### src/rtl/digital_lock_pkg.sv
// Shared types and helpers for the keypad lock controller and its timer.
package digital_lock_pkg;

    typedef enum logic [2:0] {
        ST_IDLE  = 3'd0,
        ST_ENTRY = 3'd1,
        ST_CHECK = 3'd2,
        ST_OPEN  = 3'd3,
        ST_PROG  = 3'd4,
        ST_ALARM = 3'd5
    } state_t;

    localparam int DIGIT_MAX = 9;

    // Width of a down-counter able to hold the larger of two cycle counts.
    function automatic int timer_w(input int a, input int b);
        return $clog2(((a > b) ? a : b) + 1);
    endfunction

endpackage

### src/rtl/lock_timer.sv
// Loadable down-counter; expired is high on the cycle the count reads 1.
module lock_timer #(
    parameter int W = 8
) (
    input  logic         clk,
    input  logic         rst_n,
    input  logic         load,
    input  logic [W-1:0] load_val,
    input  logic         en,
    output logic         expired
);

    logic [W-1:0] r_cnt;

    always_ff @(posedge clk or negedge rst_n) begin
        if (!rst_n) begin
            r_cnt <= '0;
        end else if (load) begin
            r_cnt <= load_val;
        end else if (en && (r_cnt != '0)) begin
            r_cnt <= r_cnt - 1'b1;
        end
    end

    assign expired = (r_cnt == W'(1));

endmodule

### src/rtl/digital_lock_ctrl.sv
// Keypad lock controller: code entry and compare, fail counting with timed alarm,
// auto-relocking open state and in-field code reprogramming.
module digital_lock_ctrl
    import digital_lock_pkg::*;
#(
    parameter int                            DIGIT_W      = 4,
    parameter int                            N_DIGITS     = 4,
    parameter logic [DIGIT_W*N_DIGITS-1:0]   DEFAULT_CODE = 16'h1234,
    parameter int                            MAX_TRIES    = 3,
    parameter int                            OPEN_CYC     = 1000,
    parameter int                            LOCK_CYC     = 5000
) (
    input  logic                             clk,
    input  logic                             rst_n,
    input  logic                             digit_valid,
    input  logic [DIGIT_W-1:0]               digit,
    input  logic                             enter,
    input  logic                             clear,
    input  logic                             relock,
    input  logic                             prog_en,
    output logic                             unlock,
    output logic                             alarm,
    output logic                             done,
    output logic                             prog_ok,
    output logic [$clog2(MAX_TRIES+1)-1:0]   fail_cnt,
    output logic                             busy
);

    localparam int EW = DIGIT_W * N_DIGITS;
    localparam int CW = $clog2(N_DIGITS + 2);
    localparam int FW = $clog2(MAX_TRIES + 1);
    localparam int TW = timer_w(OPEN_CYC, LOCK_CYC);

    state_t          r_state;
    logic [EW-1:0]   r_entry;
    logic [CW-1:0]   r_cnt;
    logic            r_bad;
    logic [EW-1:0]   r_code;
    logic [FW-1:0]   r_fail;
    logic            r_unlock;
    logic            r_alarm;
    logic            r_done;
    logic            r_prog_ok;
    logic            r_busy;

    logic            w_entry_good;
    logic            w_match;
    logic [FW-1:0]   w_fail_inc;
    logic            w_alarm_next;
    logic            w_digit_bad;
    logic [EW-1:0]   w_entry_shift;
    logic [CW-1:0]   w_cnt_inc;
    logic            w_tmr_load;
    logic [TW-1:0]   w_tmr_val;
    logic            w_tmr_exp;

    assign w_entry_good  = (r_cnt == CW'(N_DIGITS)) && !r_bad;
    assign w_match       = w_entry_good && (r_entry == r_code);
    assign w_fail_inc    = (r_fail == FW'(MAX_TRIES)) ? r_fail : r_fail + 1'b1;
    assign w_alarm_next  = (w_fail_inc == FW'(MAX_TRIES));
    // A digit that would overflow the code length poisons the entry for good.
    assign w_digit_bad   = (digit > DIGIT_W'(DIGIT_MAX)) || (r_cnt >= CW'(N_DIGITS));
    assign w_entry_shift = (r_entry << DIGIT_W) | EW'(digit);
    assign w_cnt_inc     = (r_cnt == CW'(N_DIGITS + 1)) ? r_cnt : r_cnt + 1'b1;

    // Timer is reloaded on every entry into OPEN, PROG or ALARM and on each PROG digit.
    always_comb begin
        w_tmr_load = 1'b0;
        w_tmr_val  = TW'(OPEN_CYC);
        case (r_state)
            ST_CHECK: begin
                w_tmr_load = 1'b1;
                if (!w_match) w_tmr_val = TW'(LOCK_CYC);
            end
            ST_OPEN:  w_tmr_load = prog_en;
            ST_PROG:  w_tmr_load = clear | enter | digit_valid | w_tmr_exp;
            default:  w_tmr_load = 1'b0;
        endcase
    end

    lock_timer #(
        .W(TW)
    ) u_timer (
        .clk      (clk),
        .rst_n    (rst_n),
        .load     (w_tmr_load),
        .load_val (w_tmr_val),
        .en       (1'b1),
        .expired  (w_tmr_exp)
    );

    always_ff @(posedge clk or negedge rst_n) begin
        if (!rst_n) begin
            r_state   <= ST_IDLE;
            r_entry   <= '0;
            r_cnt     <= '0;
            r_bad     <= 1'b0;
            r_code    <= DEFAULT_CODE;
            r_fail    <= '0;
            r_unlock  <= 1'b0;
            r_alarm   <= 1'b0;
            r_done    <= 1'b0;
            r_prog_ok <= 1'b0;
            r_busy    <= 1'b0;
        end else begin
            r_done    <= 1'b0;
            r_prog_ok <= 1'b0;
            case (r_state)
                ST_IDLE, ST_ENTRY: begin
                    if (clear) begin
                        r_entry <= '0;
                        r_cnt   <= '0;
                        r_bad   <= 1'b0;
                        r_state <= ST_IDLE;
                    end else if (enter) begin
                        r_state <= ST_CHECK;
                        r_busy  <= 1'b1;
                    end else if (digit_valid) begin
                        r_entry <= w_entry_shift;
                        r_cnt   <= w_cnt_inc;
                        if (w_digit_bad) r_bad <= 1'b1;
                        r_state <= ST_ENTRY;
                    end
                end
                ST_CHECK: begin
                    r_entry <= '0;
                    r_cnt   <= '0;
                    r_bad   <= 1'b0;
                    r_done  <= 1'b1;
                    if (w_match) begin
                        r_state  <= ST_OPEN;
                        r_unlock <= 1'b1;
                        r_fail   <= '0;
                    end else begin
                        r_fail <= w_fail_inc;
                        if (w_alarm_next) begin
                            r_state <= ST_ALARM;
                            r_alarm <= 1'b1;
                        end else begin
                            r_state <= ST_IDLE;
                            r_busy  <= 1'b0;
                        end
                    end
                end
                ST_OPEN: begin
                    if (prog_en) begin
                        r_state <= ST_PROG;
                    end else if (relock || w_tmr_exp) begin
                        r_state  <= ST_IDLE;
                        r_unlock <= 1'b0;
                        r_busy   <= 1'b0;
                    end
                end
                ST_PROG: begin
                    if (clear || w_tmr_exp || enter) begin
                        if (enter && !clear && !w_tmr_exp && w_entry_good) begin
                            r_code    <= r_entry;
                            r_prog_ok <= 1'b1;
                        end
                        r_entry <= '0;
                        r_cnt   <= '0;
                        r_bad   <= 1'b0;
                        r_state <= ST_OPEN;
                    end else if (digit_valid) begin
                        r_entry <= w_entry_shift;
                        r_cnt   <= w_cnt_inc;
                        if (w_digit_bad) r_bad <= 1'b1;
                    end
                end
                ST_ALARM: begin
                    if (w_tmr_exp) begin
                        r_state <= ST_IDLE;
                        r_alarm <= 1'b0;
                        r_fail  <= '0;
                        r_busy  <= 1'b0;
                    end
                end
                default: begin
                    r_state  <= ST_IDLE;
                    r_unlock <= 1'b0;
                    r_alarm  <= 1'b0;
                    r_busy   <= 1'b0;
                end
            endcase
        end
    end

    assign unlock   = r_unlock;
    assign alarm    = r_alarm;
    assign done     = r_done;
    assign prog_ok  = r_prog_ok;
    assign fail_cnt = r_fail;
    assign busy     = r_busy;

endmodule

### config.mk
export PLATFORM = sky130hd
export DESIGN_NAME = digital_lock_ctrl
export DESIGN_NICKNAME = d
export VERILOG_FILES = /design/src/rtl/digital_lock_pkg.sv /design/src/rtl/lock_timer.sv /design/src/rtl/digital_lock_ctrl.sv
export SDC_FILE = /design/constraint.sdc
export NUM_CORES = 1
export LEC_CHECK = 0
export BUFFER_PORTS_ARGS = -buffer_cell sky130_fd_sc_hd__buf_2
export CAP_MARGIN = 0
export CORE_MARGIN = 1.5
export CORE_UTILIZATION = 55
export CTS_CLUSTER_DIAMETER = 120
export DETAILED_ROUTE_END_ITERATION = 12
export GPL_TIMING_DRIVEN = 1
export PLACE_DENSITY_LB_ADDON = 0.2
export SLEW_MARGIN = 20
export SYNTH_ARGS = -nofsm -noshare
export SYNTH_HDL_FRONTEND = slang
export SYNTH_HIERARCHICAL = 1
export SYNTH_SLANG_ARGS = --single-unit
### constraint.sdc
create_clock -name clk -period 3.5 [get_ports clk]
set_input_delay 0.525 -clock clk [delete_from_list [all_inputs] [get_ports clk]]
set_output_delay 0.525 -clock clk [all_outputs]
set_load 0.05 [all_outputs]
==> results.py, run 1 <==
metrics = {
    "synth": {
        "yosysWarnings": 6,
        "synth_most_common_cell": "dfrtp_1",
        "netlist_area_um2": 3233,
        "ys_ff_latch": 59,
        "seq_area_frac_synth": 0.4586,
        "synth_ff_type": "dfrtp_1",
        "synth_commonest_cells": "dfrtp_1 (54), nand2_1 (37), o21ai_0 (34), a21oi_1 (27)",
        "synth_area_per_cell_um2": 9.827,
        "yosys.area.top_type_share": 0.4180,
        "synth_largest_area_cell": "dfrtp_1",
        "synth_edf_count": 0,
        "synthArstFlopShare": 1.000,
        "synthTopCellsByArea": "dfrtp_1 (42%), mux2_2 (6.3%), o21ai_0 (5.3%), xor2_1 (4.3%), nand2_1 (4.3%)",
        "yosysUniqueCellTypes": 60,
        "postSynthCellCount": 329,
    },
    "global_route": {
        "grt_max_degree": 50,
        "overflow": 0,
        "grt_pass1_wl_um": 10910,
        "track_usage": 0.2254,
        "grt_pass1_vias": 2297,
        "antenna_found_initial": 0,
    },
    "setup_path": {
        "startpoint_type": "flop",
        "worst-setup-path-type": "flop to flop",
        "path_max_fanout": 28,
        "endpoint_kind": "flop",
        "cp.required_ns": 3.69,
        "crit_arrival_ns": 2.91,
        "rrSetupSlack_ns": 0.77,
    },
    "sta": {
        "skew_ns": 0.006867,
        "worstMarginPinSlew_ns": 0.7788,
        "fin_crit_ns": 2.727,
        "hold_ws_ns": 0.1910,
        "setup_viol": 0,
        "final_max_slew_viol_count": 0,
        "hold_violations": 0,
        "rsz0062_at_grt": "false",
        "fin_setup_tns_ns": 0,
        "timing.fmax_mhz": 366.7,
        "relSlewSlack": 0.4791,
        "period_share": 0.7791,
    },
    "run_status": {
        "status": "finished clean",
    },
    "floorplanning": {
        "die_h_um": 79.67,
        "ioPinCount": 18,
        "fp.coreArea_um2": 5574,
        "fp.dieW_um": 79.67,
        "fp-row-count": 27,
        "start_util": 0.5800,
        "dieArea_um2": 6347,
    },
    "clocking": {
        "cts_setup_buffers": 0,
        "cts.sinks": 59,
        "root_buffer": "clkbuf_8",
        "cts_htree_levels": 3,
        "clk_path_buf_depth": 2,
        "cts_buffers": 9,
        "cts_hold_buf": 0,
        "cts_tree": "built",
        "cts.repair.resized": 0,
        "clk_pin_slew_ns": 0.06,
        "worstSkewPairLatency_ns": 0.34,
    },
    "power_and_ir_drop": {
        "ir_drop_uv": 472.5,
        "power-per-cell-area_nw_per_um2": 720.0,
        "p_leak_nw": 1.683,
    },
    "route": {
        "routed_wl_um": 6283,
        "vias": 2406,
        "ant_nets": 0,
        "route.detailed.drc": 0,
        "routedWlPerCell_um": 14.44,
        "drt_iter0_drc": 144,
        "vias_per_cell": 5.531,
        "drtPass1Iterations": 4,
    },
    "placed_design": {
        "io_buffers": 17,
        "place_area_um2": 3423,
        "gp_congestion": 0.8421,
        "place_hpwl_um": 4267,
    },
    "layout": {
        "final_nets": 375,
        "synthToLayoutAreaGrowth_pct": 11.80,
        "fin_area_um2": 3615,
        "antennaDiodeCount": 0,
        "drive_gt1_frac": 0.2094,
    },
    "flow_run": {
        "cap_violations": 0,
    },
    "min_path": {
        "hp-class": "input pin to async pin",
    },
}
==> critical path: stages, from the launching register on <==
cell and delay (ns):
dfrtp_1 0.39, inv_1 0.10, ha_1 0.14, or4b_2 0.57, nor3_1 0.20, buf_4 0.20, nor4_1 0.07, o32ai_2 0.24
buf_4 0.31, a21oi_1 0.09, nand4_1 0.12, o311ai_0 0.14
==> kinds of logic (layout without fill, tap and decap cells) <==
kind of cell	after synthesis	count (layout)	synth area share
flops	59	59	0.4586
fa+ha+maj	6	6	0.02322
compound gates	89	89	0.1703
simple gates	107	107	0.1865
xor+xnor	20	20	0.05418
buf+inv	26	48	0.03599
other cells	2	14	0.002323
mux	20	20	0.06888
==> cells in the final DEF (no fill, tap or decap), types with 2 or more instances in the layout <==
| cell | Yosys | layout |
|---|---|---|
| nor3_1 | 7 | 7 |
| o21a_1 | 2 | 2 |
| xnor2_1 | 4 | 4 |
| a21o_1 | 3 | 3 |
| nor2_1 | 18 | 18 |
| clkinv_2 | 0 | 2 |
| mux2_2 | 18 | 18 |
| nand3_1 | 6 | 6 |
| ha_1 | 6 | 6 |
| nor4_2 | 4 | 4 |
| a21oi_1 | 27 | 27 |
| clkbuf_8 | 0 | 10 |
| nor4_1 | 6 | 6 |
| mux2i_1 | 2 | 2 |
| o311ai_0 | 2 | 2 |
| xor2_1 | 16 | 16 |
| o32ai_2 | 0 | 2 |
| inv_1 | 11 | 11 |
| a311oi_1 | 2 | 2 |
| buf_4 | 1 | 5 |
| or4_1 | 2 | 2 |
| o21ai_0 | 34 | 34 |
| buf_2 | 2 | 16 |
| dfrtp_1 | 54 | 54 |
| nand2b_1 | 5 | 5 |
| nor2b_1 | 4 | 4 |
| nand2_1 | 37 | 37 |
| dfstp_2 | 5 | 5 |
| a31oi_1 | 2 | 2 |
| a211oi_1 | 2 | 2 |
| conb_1 | 2 | 14 |
| nor3b_1 | 2 | 2 |
| o22ai_1 | 2 | 2 |
| clkbuf_1 | 10 | 3 |
| or3_4 | 2 | 2 |
==> flip-flops by register name, indices dropped and copies added, names as in the netlist <==
| signal | cells |
|---|---|
| prog_ok | 1 |
| unlock | 1 |
| alarm | 1 |
| r_entry | 16 |
| r_cnt | 3 |
| r_code | 16 |
| done | 1 |
| u_timer/r_cnt | 13 |
| fail_cnt | 2 |
| busy | 1 |
| r_state | 3 |
| r_bad | 1 |
==> metal layers <==
| layer | up-vias | global-route usage | part of all wire | wire [um] |
|---|---|---|---|---|
| li1 | 1216 | - | - | - |
| met1 | 1148 | 0.2906 | 0.46 | 2891 |
| met2 | 36 | 0.3610 | 0.50 | 3116 |
| met3 | 6 | 0.06971 | 0.032 | 203 |
| met4 | 0 | 0.07193 | 0.011 | 72 |
| met5 | - | 0 | 0 | 0 |
==> area by class of cell <==
cell class / count / area [um2]
Multi-Input combinational cell: 256 / 1694
Clock inverter: 3 / 40.04
Fill cell: 473 / 1959
Timing Repair Buffer: 21 / 117.6
Inverter: 11 / 41.29
Clock buffer: 13 / 148.9
Tap cell: 72 / 90.09
Sequential cell: 59 / 1483
==> stage by stage <==
stage / power (mW) / worst slack (ns) / util / cells
after CTS: 2.623 / 0.7443 / 0.6480 / 435
after global routing: 2.800 / 0.5174 / 0.6485 / 435
after global placement: 1.980 / 0.8758 / 0.6141 / 419
after detailed placement: 2.013 / 0.7768 / 0.6141 / 419
after floorplan: 1.764 / 0.7736 / - / 341
final: 2.603 / 0.7733 / 0.6485 / 435
==> where the power goes <==
part | switching [mW] | internal [mW] | leakage (nW)
combinational | 0.600 | 0.355 | 0.822
clock | 0.256 | 0.346 | 0.0974
sequential | 0.214 | 0.831 | 0.763
total | 1.07 | 1.53 | 1.68
==> worst paths after layout <==
| path | startpoint | to | cells after the start |
|---|---|---|---|
| worst max register to register | u_timer/r_cnt[1] | u_timer/r_cnt[9] | 11 |
| min in group clk | digit[0] | r_entry[0] | 3 |
| max in group asynchronous | rst_n | r_code[12] | 2 |
| worst min register to register | alarm | alarm | 2 |
| worst min-delay path | rst_n | unlock | 1 |
| worst max-delay path | u_timer/r_cnt[1] | u_timer/r_cnt[9] | 11 |
Power figures use the tool's default switching activity.
==> run 2: changes to the inputs <==
==> constraint.sdc (replaced) <==
create_clock -name clk -period 2.8 [get_ports clk]
set_input_delay 0.42 -clock clk [delete_from_list [all_inputs] [get_ports clk]]
set_output_delay 0.42 -clock clk [all_outputs]
set_load 0.05 [all_outputs]
==> run 2 against run 1 <==
Sequential share of layout area is 1.1 points lower. Global-route usage grew 1.4 points. Setup slack got worse by 0.49 ns. Count of clock-buffer cells in the layout unchanged. Combinational power increased by 34%. Total power is 31% higher. Largest cell class unchanged. Highest routed layer unchanged.
==> results.py, run 2 (synthesis results as in run 1) <==
metrics = {
    "setup_path": {
        "crit_arrival_ns": 2.72,
        "cp.required_ns": 3.00,
        "crit_path_start": "u_timer/r_cnt[1]",
        "startpoint_type": "flop",
        "rrSetupSlack_ns": 0.28,
        "worst-setup-path-type": "flop to flop",
        "r2r-start": "u_timer/r_cnt[1]",
        "path_max_fanout": 28,
        "endpoint_kind": "flop",
    },
    "route": {
        "ant_nets": 0,
        "drt_iter0_drc": 195,
        "routed_wl_um": 6479,
        "vias": 2517,
        "drtPass1Iterations": 4,
        "routedWlPerCell_um": 14.73,
        "vias_per_cell": 5.720,
        "route.detailed.drc": 0,
    },
    "placed_design": {
        "place_area_um2": 3498,
        "placed_cells": 424,
        "place_hpwl_um": 4293,
        "gp_congestion": 0.8367,
        "io_buffers": 17,
    },
    "power_and_ir_drop": {
        "power-per-cell-area_nw_per_um2": 917.7,
        "ir_drop_uv": 561.1,
        "p_leak_nw": 1.726,
    },
    "sta": {
        "fin_crit_ns": 2.519,
        "skew_ns": 0.01343,
        "worstMarginPinSlew_ns": 0.7142,
        "rsz0062_at_grt": "false",
        "fin_setup_tns_ns": 0,
        "hold_ws_ns": 0.06294,
        "hold_violations": 0,
        "timing.fmax_mhz": 396.9,
        "period_share": 0.8998,
        "setup_viol": 0,
        "final_max_slew_viol_count": 0,
        "relSlewSlack": 0.5199,
    },
    "floorplanning": {
        "die_h_um": 79.67,
        "ioPinCount": 18,
        "fp.dieW_um": 79.67,
        "dieArea_um2": 6347,
        "fp.coreArea_um2": 5574,
        "start_util": 0.5800,
        "fp-row-count": 27,
    },
    "global_route": {
        "grt_pass1_wl_um": 11450,
        "grt_max_degree": 60,
        "track_usage": 0.2393,
        "grt_pass1_vias": 2326,
        "antenna_found_initial": 0,
        "overflow": 0,
    },
    "layout": {
        "synthToLayoutAreaGrowth_pct": 14.86,
        "reg.largest.list": "r_code: 16 flops, r_entry: 16 flops, u_timer/r_cnt: 13 flops",
        "fin_area_um2": 3714,
        "antennaDiodeCount": 0,
        "drive_gt1_frac": 0.2255,
        "layoutNonFillerInstCount": 440,
        "final_nets": 380,
        "final_util": 0.6662,
        "mostFrequentLayoutCell": "dfrtp_1",
        "mostFrequentLayoutCells": "dfrtp_1 (54), nand2_1 (37), o21ai_0 (34)",
    },
    "clocking": {
        "cts.repair.resized": 0,
        "cts_setup_buffers": 0,
        "cts_buffers": 9,
        "cts.sinks": 59,
        "worstSkewPairLatency_ns": 0.35,
        "cts_tree": "built",
        "cts_hold_buf": 0,
        "cts_htree_levels": 3,
        "clk_path_buf_depth": 2,
        "clk_pin_slew_ns": 0.07,
        "root_buffer": "clkbuf_8",
    },
    "run_status": {
        "status": "finished clean",
    },
    "min_path": {
        "hp-class": "input pin to async pin",
    },
    "flow_run": {
        "cap_violations": 0,
    },
}
-- run 2: changes by cell type in the layout (fill, tap and decap cells not counted), sizes merged --
cell / previous run / this run
clkinv: 2 / 1
buf: 21 / 26
clkinvlp: 0 / 1
-- run 2: layout make-up --
type | count | area [um2]
Clock buffer | 13 | 168.9
Clock inverter | 3 | 46.29
Fill cell | 474 | 1861
Inverter | 11 | 41.29
Multi-Input combinational cell | 256 | 1694
Sequential cell | 59 | 1483
Tap cell | 72 | 90.09
Timing Repair Buffer | 26 | 190.2
-- run 2: path summary, 6_finish.rpt --
check	cells past startpoint	endpoint
hold / removal	2	r_state[1]
setup reg to reg	10	u_timer/r_cnt[9]
hold reg to reg	1	unlock
max in group asynchronous	2	r_code[5]
min in group clk	3	r_entry[0]
setup / recovery	10	u_timer/r_cnt[9]
-- run 2: critical path, cell delays in order (launching register included) --
cell      delay, ns
dfrtp_1        0.38
inv_1          0.09
ha_1           0.14
or4b_2         0.57
nor3_1         0.22
nor4_1         0.10
o32ai_2        0.32
buf_12         0.21
a21oi_1        0.07
nand4_1        0.13
o311ai_0       0.12
-- run 2: power by group --
| group | total [mW] | leakage (nW) | internal [mW] | switching [mW] |
|---|---|---|---|---|
| sequential | 1.30 | 0.763 | 1.04 | 0.259 |
| clock | 0.829 | 0.106 | 0.486 | 0.344 |
| combinational | 1.28 | 0.857 | 0.493 | 0.789 |
| total | 3.41 | 1.73 | 2.02 | 1.39 |
-- run 2: per-stage QoR --
stage	total power [mW]	setup slack, ns
2_1_floorplan	2.205	0.07364
3_3_place_gp	2.544	0.3285
3_5_place_dp	2.585	0.2575
4_1_cts	3.429	0.2463
5_1_grt	3.664	0.08141
6_report	3.408	0.2805
-- run 2: per-layer routing --
metal	track usage	wire, um	vias up
met3	0.07086	259	12
li1	-	-	1226
met5	0	0	-
met2	0.3619	3177	54
met1	0.3125	2925	1225
met4	0.1175	116	0
==> run 3: changes to the inputs <==
==> constraint.sdc (replaced) <==
create_clock -name clk -period 2.1 [get_ports clk]
set_input_delay 0.315 -clock clk [delete_from_list [all_inputs] [get_ports clk]]
set_output_delay 0.315 -clock clk [all_outputs]
set_load 0.05 [all_outputs]
==> run 3 against run 2 <==
The flow now finishes with violations (hold timing, setup timing). Wire length grew 16%. Sequential cell count is the same. Setup slack lost 0.42 ns. Critical path type unchanged. Critical endpoint is now u_timer/r_cnt[5].
==> results.py, run 3 (synthesis results as in run 1) <==
metrics = {
    "setup_path": {
        "endpoint_kind": "flop",
        "cp.depth": 10,
        "cp.required_ns": 2.31,
        "reg2reg_depth": 10,
        "crit_arrival_ns": 2.45,
        "slowest_stage": "or4b_4",
        "crit_buf_inv": 2,
        "critical_path.top_delay_family": "simple AND/OR/NAND/NOR gates",
        "worst-setup-path-type": "flop to flop",
        "path_max_fanout": 6,
        "cpPeakStageDelay_ns": 0.47,
        "crit_path_start": "u_timer/r_cnt[1]",
        "startpoint_type": "flop",
        "path_cells": "inv_2 > ha_1 > or4b_4 > nor3_4 > nor4_1 > o32ai_2 > buf_6 > nor2b_1 > a22oi_2 > o41ai_2",
        "r2r-start": "u_timer/r_cnt[1]",
    },
    "layout": {
        "mostFrequentLayoutCells": "dfrtp_1 (54), buf_4 (38), nand2_1 (37)",
        "antennaDiodeCount": 0,
        "final_nets": 418,
        "layoutNonFillerInstCount": 478,
        "reg.largest.list": "r_code: 16 flops, r_entry: 16 flops, u_timer/r_cnt: 13 flops",
        "drive_gt1_frac": 0.3547,
        "final_util": 0.7524,
        "synthToLayoutAreaGrowth_pct": 29.72,
        "mostFrequentLayoutCell": "dfrtp_1",
    },
    "sta": {
        "period_share": 1.066,
        "timing.fmax_mhz": 446.5,
        "fin_setup_tns_ns": -3.951,
        "setup_viol": 51,
        "fin_crit_ns": 2.239,
        "worst_slack_ns": -0.1394,
        "final_max_slew_viol_count": 0,
        "rsz0062_at_grt": "true",
        "relSlewSlack": 0.5789,
        "hold_ws_ns": -0.004061,
        "worstMarginPinSlew_ns": 0.6317,
        "hold_violations": 3,
        "skew_ns": 0.007860,
    },
    "clocking": {
        "cts_tree": "built",
        "clk_path_buf_depth": 2,
        "cts_buffers": 9,
        "cts_htree_levels": 3,
        "cts.sinks": 59,
        "clk_pin_slew_ns": 0.07,
        "root_buffer": "clkbuf_8",
        "worstSkewPairLatency_ns": 0.33,
        "cts_hold_buf": 0,
    },
    "global_route": {
        "grt_pass1_wl_um": 12590,
        "grt_max_degree": 34,
        "antenna_found_initial": 0,
        "track_usage": 0.2574,
        "grt_pass1_vias": 2687,
        "overflow": 0,
    },
    "run_status": {
        "status": "finished, violations left",
        "violations": "hold timing, setup timing",
    },
    "power_and_ir_drop": {
        "power-per-cell-area_nw_per_um2": 1284,
        "p_leak_nw": 1.969,
        "power.total_mw": 5.386,
        "ir_drop_uv": 738.3,
    },
    "route": {
        "drtPass1Iterations": 4,
        "vias_per_cell": 5.699,
        "routed_wl_um": 7532,
        "routedWlPerCell_um": 15.76,
        "vias": 2724,
        "route.detailed.drc": 0,
        "ant_nets": 0,
        "drt_iter0_drc": 168,
    },
    "placed_design": {
        "io_buffers": 17,
        "placed_cells": 457,
        "gp_congestion": 0.9062,
        "place_hpwl_um": 4961,
    },
    "flow_run": {
        "cap_violations": 0,
    },
    "floorplanning": {
        "fp.coreArea_um2": 5574,
        "fp-row-count": 27,
        "ioPinCount": 18,
        "dieArea_um2": 6347,
        "start_util": 0.5800,
        "die_h_um": 79.67,
        "fp.dieW_um": 79.67,
    },
    "min_path": {
        "hp-class": "input pin to async pin",
    },
}
[run 3: cell types whose count changed in the layout (fill, tap and decap cells not counted), sizes merged]
cell	change
buf	+36
bufinv	+1
clkbuf	+2
clkinvlp	-1
[run 3: where the power goes]
group | total [mW] | switching, mW | internal [mW] | leakage [nW]
Combinational | 2.56 | 1.43 | 1.14 | 1.09
Sequential | 1.60 | 0.210 | 1.39 | 0.763
Clock | 1.23 | 0.457 | 0.769 | 0.120
[run 3: per-stage QoR]
| step | instance area (um2) | setup WS [ns] |
|---|---|---|
| global placement | 3850 | -0.1534 |
| floorplan | 3393 | -0.1840 |
| finish | 4194 | -0.1394 |
| detailed placement | 3850 | -0.1828 |
| global route | 4194 | -0.2411 |
| CTS | 4114 | -0.1655 |
[run 3: what timing repair did]
item                                    CTS  global route
pin swaps                                 2             3
gates resized for setup                   4             5
endpoints found under the setup margin   52            56
cloned                                    1             2
setup buffers                             1             1
[run 3: path summary, 6_finish.rpt]
check,endpoint,slack (ns)
max in group asynchronous,r_code[4],1.44
min,r_entry[5],-0.004
min reg2reg,unlock,0.48
min in group clk,r_entry[0],0.22
max reg2reg,u_timer/r_cnt[5],-0.14
max,u_timer/r_cnt[5],-0.14
[run 3: cell type report]
cell class,instances,area (um2)
Clock inverter,3,68.82
Inverter,11,41.29
Fill cell,377,1380
Timing Repair Buffer,64,528.0
Clock buffer,13,168.9
Sequential cell,59,1483
Tap cell,72,90.09
Multi-Input combinational cell,256,1814
[run 3: layer usage]
layer	track usage	vias to the layer above	share of wire	routed length [um]
li1	-	1299	-	-
met1	0.3512	1332	0.46	3437
met2	0.3992	82	0.47	3567
met3	0.06171	11	0.055	417
met4	0.08947	0	0.015	110
met5	0	-	0	0
